File: config.mk
export PLATFORM = sky130hd
export DESIGN_NAME = sequence_detector
export DESIGN_NICKNAME = d
export VERILOG_FILES = /design/src/rtl/sequence_detector.sv
export SDC_FILE = /design/constraint.sdc
export NUM_CORES = 1
export LEC_CHECK = 0
export ABC_AREA = 1
export ABC_CLOCK_PERIOD_IN_PS = 1600
export BUFFER_PORTS_ARGS = -buffer_cell sky130_fd_sc_hd__buf_2
export CAP_MARGIN = 20
export CORE_AREA = 2 2 39 41
export DETAILED_ROUTE_END_ITERATION = 8
export DIE_AREA = 0 0 41 43
export GPL_ROUTABILITY_DRIVEN = 0
export SLEW_MARGIN = 20
export SYNTH_ARGS = -nofsm -noshare
export SYNTH_HDL_FRONTEND = slang
export SYNTH_SLANG_ARGS = --single-unit
File: constraint.sdc
create_clock -name clk -period 1.6 [get_ports clk]
set_input_delay 0 -clock clk [delete_from_list [all_inputs] [get_ports clk]]
set_output_delay 0 -clock clk [all_outputs]
set_load 0.02 [all_outputs]
File: src/rtl/sequence_detector.sv
// sequence_detector
//
// Watches a serial bit stream and flags every occurrence of the pattern
// 1-0-1-1-0-1 (oldest bit first). Occurrences may overlap: the trailing
// "101" of one match counts toward the next one. This is a Moore machine,
// so the flag is decoded from the state register alone.
//
// Ports:
//   clk       system clock; all state updates occur on the rising edge
//   reset     asynchronous, active-low reset (0 forces the idle state)
//   in        serial data bit, sampled on each rising edge of clk
//   detected  high for the one cycle after the edge that sampled the
//             sixth pattern bit
module sequence_detector (
  input  logic clk,
  input  logic reset,
  input  logic in,
  output logic detected
);

  // Each state is named by the length of the pattern prefix matched so far.
  // The 3'b111 encoding is never entered, but it is listed so that the
  // recovery path back to idle is explicit.
  typedef enum logic [2:0] {
    S0     = 3'd0,  // nothing matched
    S1     = 3'd1,  // "1"
    S2     = 3'd2,  // "10"
    S3     = 3'd3,  // "101"
    S4     = 3'd4,  // "1011"
    S5     = 3'd5,  // "10110"
    S6     = 3'd6,  // "101101", full match
    SUNUSE = 3'd7
  } state_t;

  state_t state;
  state_t next;

  // State register. Reset is asynchronous and active-low, so any partial
  // match is discarded as soon as reset is asserted.
  always_ff @(posedge clk or negedge reset) begin
    if (!reset) begin
      state <= S0;
    end else begin
      state <= next;
    end
  end

  // Next-state logic. On a mismatch, the machine falls back to the longest
  // suffix of the bits seen so far that is still a pattern prefix. S6 ends
  // in "101", so it continues exactly as S3 does; this gives overlapping
  // detection.
  always_comb begin
    next = S0;
    unique case (state)
      S0:      next = in ? S1 : S0;
      S1:      next = in ? S1 : S2;
      S2:      next = in ? S3 : S0;
      S3:      next = in ? S4 : S2;
      S4:      next = in ? S1 : S5;
      S5:      next = in ? S6 : S0;
      S6:      next = in ? S4 : S2;
      default: next = S0;
    endcase
  end

  // The output depends only on the registered state. There is no path from
  // in to detected.
  assign detected = (state == S6);

endmodule

==> reports/summary.txt <==
die area = 0.00176 sq mm
vias per std cell = 3.40
row count = 14
vias = 170
critical path peak fanout = 3
Setup Buffers After CTS = 0
TritonRoute pass-1 iters = 1
max_slew headroom = 91.9%
Synth Net Count = 29
root buf cell = clkbuf_4
Slew @ Worst Pin = 122 ps
routed length on met2 = 232 um
Cell Pwr Density = 1810 mW/mm^2
non-filler cells, final = 50
WL met3 = 0 um
drt drc = 0
drt total wl = 345 um
synthesized area = 170 sq um
maxcap violations = 0
met1 WL = 113 um
worst reg2reg path depth = 4
Total Routing Usage GR = 6.43%
buffers added on ports = 3
clock-pin slew on the worst setup and hold paths = 40 ps
reg2reg end = state[2]
Synth Area per Inst = 6.54 sq um
Critical Path Start Type = register
Tmin final = 1010 ps
number of CTS-inserted buffers = 3
number of global-route vias before repair = 208
RSZ-0062 raised after global routing = no
Final Hold Fails = 0
ratio of cells with drive above 1 in the final layout = 23.5%
outcome = finished, final reports clean
Placeable Area = 0.00138 sq mm
initial antenna violation count = 0
initial drt markers = 0
WS Path Type = reg -> out
IO Pins = 4
Setup Viol. Count Final = 0
biggest regs = state (3)
total grt overflow = 0
Area growth, synth to finish = 41.9%
Netlist cell types = 9
Post-Syn Instances = 26
peak supply drop = 312 uV
placed cell count = 45
first-pass GRT wire length = 662 um
Synth Warn # = 0
Max Freq = 990 MHz
H-tree depth = 1
clk sink count = 3
Layout Nets = 38
Die H = 43 um
final period utilization = 63.1%
Initial Utilization = 12.3%
Resize count post-CTS = 0
CTS Hold Bufs = 1
drt wl/cell = 6.90 um
largest net degree at the start of global routing = 5
hold crit path type = in -> async
post-DP HPWL = 274 um
design area = 241 sq um
Yosys reg bits = 3
Worst-Skew Late Latency = 230 ps
Worst Path Required = 1600 ps
Post-DP Area = 205 sq um
largest reg by FF count = state
Top Layer Used = met2
sequential share of the synthesized area = 44.1%
Leak Pwr = 0.139 nW
endpoint class of the critical path = primary output
Pins Over Slew Limit = 0
Clock Tree Buf Depth = 2
R2R Path Start = state[0]
R2R Setup Slk = 750 ps
CTS tree = built
Final Total Pwr = 0.438 mW
Final ANT Viol Nets = 0
max FFs per register = 3
n_diodes = 0
Clock Skew = 0.351 ps
setup TNS = 0 ps
Die Wd = 41 um
CP arrival = 1010 ps
per-stage QoR:
step	setup slack [ps]	hold WS [ps]	utilization (%)
2_1_floorplan	828	-296	-
3_3_place_gp	763	-204	14.8
3_5_place_dp	749	-201	14.8
4_1_cts	562	80.6	17.5
5_1_grt	537	123	17.5
6_report	590	92.1	17.5
layout by cell type (no fill, tap or decap):
cell type and count:
nand2_2 1, dfrtp_1 3, buf_2 3, clkbuf_4 3, inv_1 4, nand3_1 1, clkbuf_1 1, nand2_1 12
nor2_1 2, a21boi_1 1, inv_2 1, a21oi_1 1, dlygate4sd3_1 1
final cells by class:
cell class / count / area [sq um]
Tap cell: 16 / 20.0
Timing Repair Buffer: 4 / 25.0
Clock buffer: 4 / 26.3
Fill cell: 164 / 1140
Multi-Input combinational cell: 18 / 76.3
Sequential cell: 3 / 75.1
Inverter: 5 / 18.8
where the power goes:
group          switching, mW  total, mW  internal (mW)
Sequential            0.0316      0.144          0.113
Combinational          0.101      0.161         0.0607
Clock                 0.0385      0.132         0.0934
synth_stat cells:
cell type | count | share of area [%]
a21boi_1 | 1 | 4.4
inv_1 | 4 | 8.8
dfrtp_1 | 3 | 44
nand2_1 | 12 | 26
nor2_1 | 2 | 4.4
nand2_2 | 1 | 3.7
nand3_1 | 1 | 2.9
inv_2 | 1 | 2.2
a21oi_1 | 1 | 2.9
cells by family after synthesis:
family                 Yosys count  synth area share (%)
buffers and inverters            5                  11.0
AND/OR/NAND/NOR                 16                  37.5
flip-flops                       3                  44.1
AO/OA/AOI/OAI                    2                  7.35
how the worst max path moves through the flow:
stage,start,to,slack [ps]
final,state[0],detected,590
after global routing,state[0],detected,540
after CTS,state[0],detected,560
after detailed placement,state[0],state[2],750
after global placement,state[2],state[1],760
after floorplan,state[0],detected,830
per-layer routing:
metal / track usage, % / vias to the layer above
li1: - / 91
met1: 3.23 / 79
met2: 10.3 / 0
met3: 3.14 / 0
met4: 10.0 / 0
met5: 0 / -
critical path: stages, from the launching register on:
cell,delay [ps]
dfrtp_1,390
inv_1,80
nand2_1,70
nor2_1,80
buf_2,160
(Power assumes the default switching activity.)
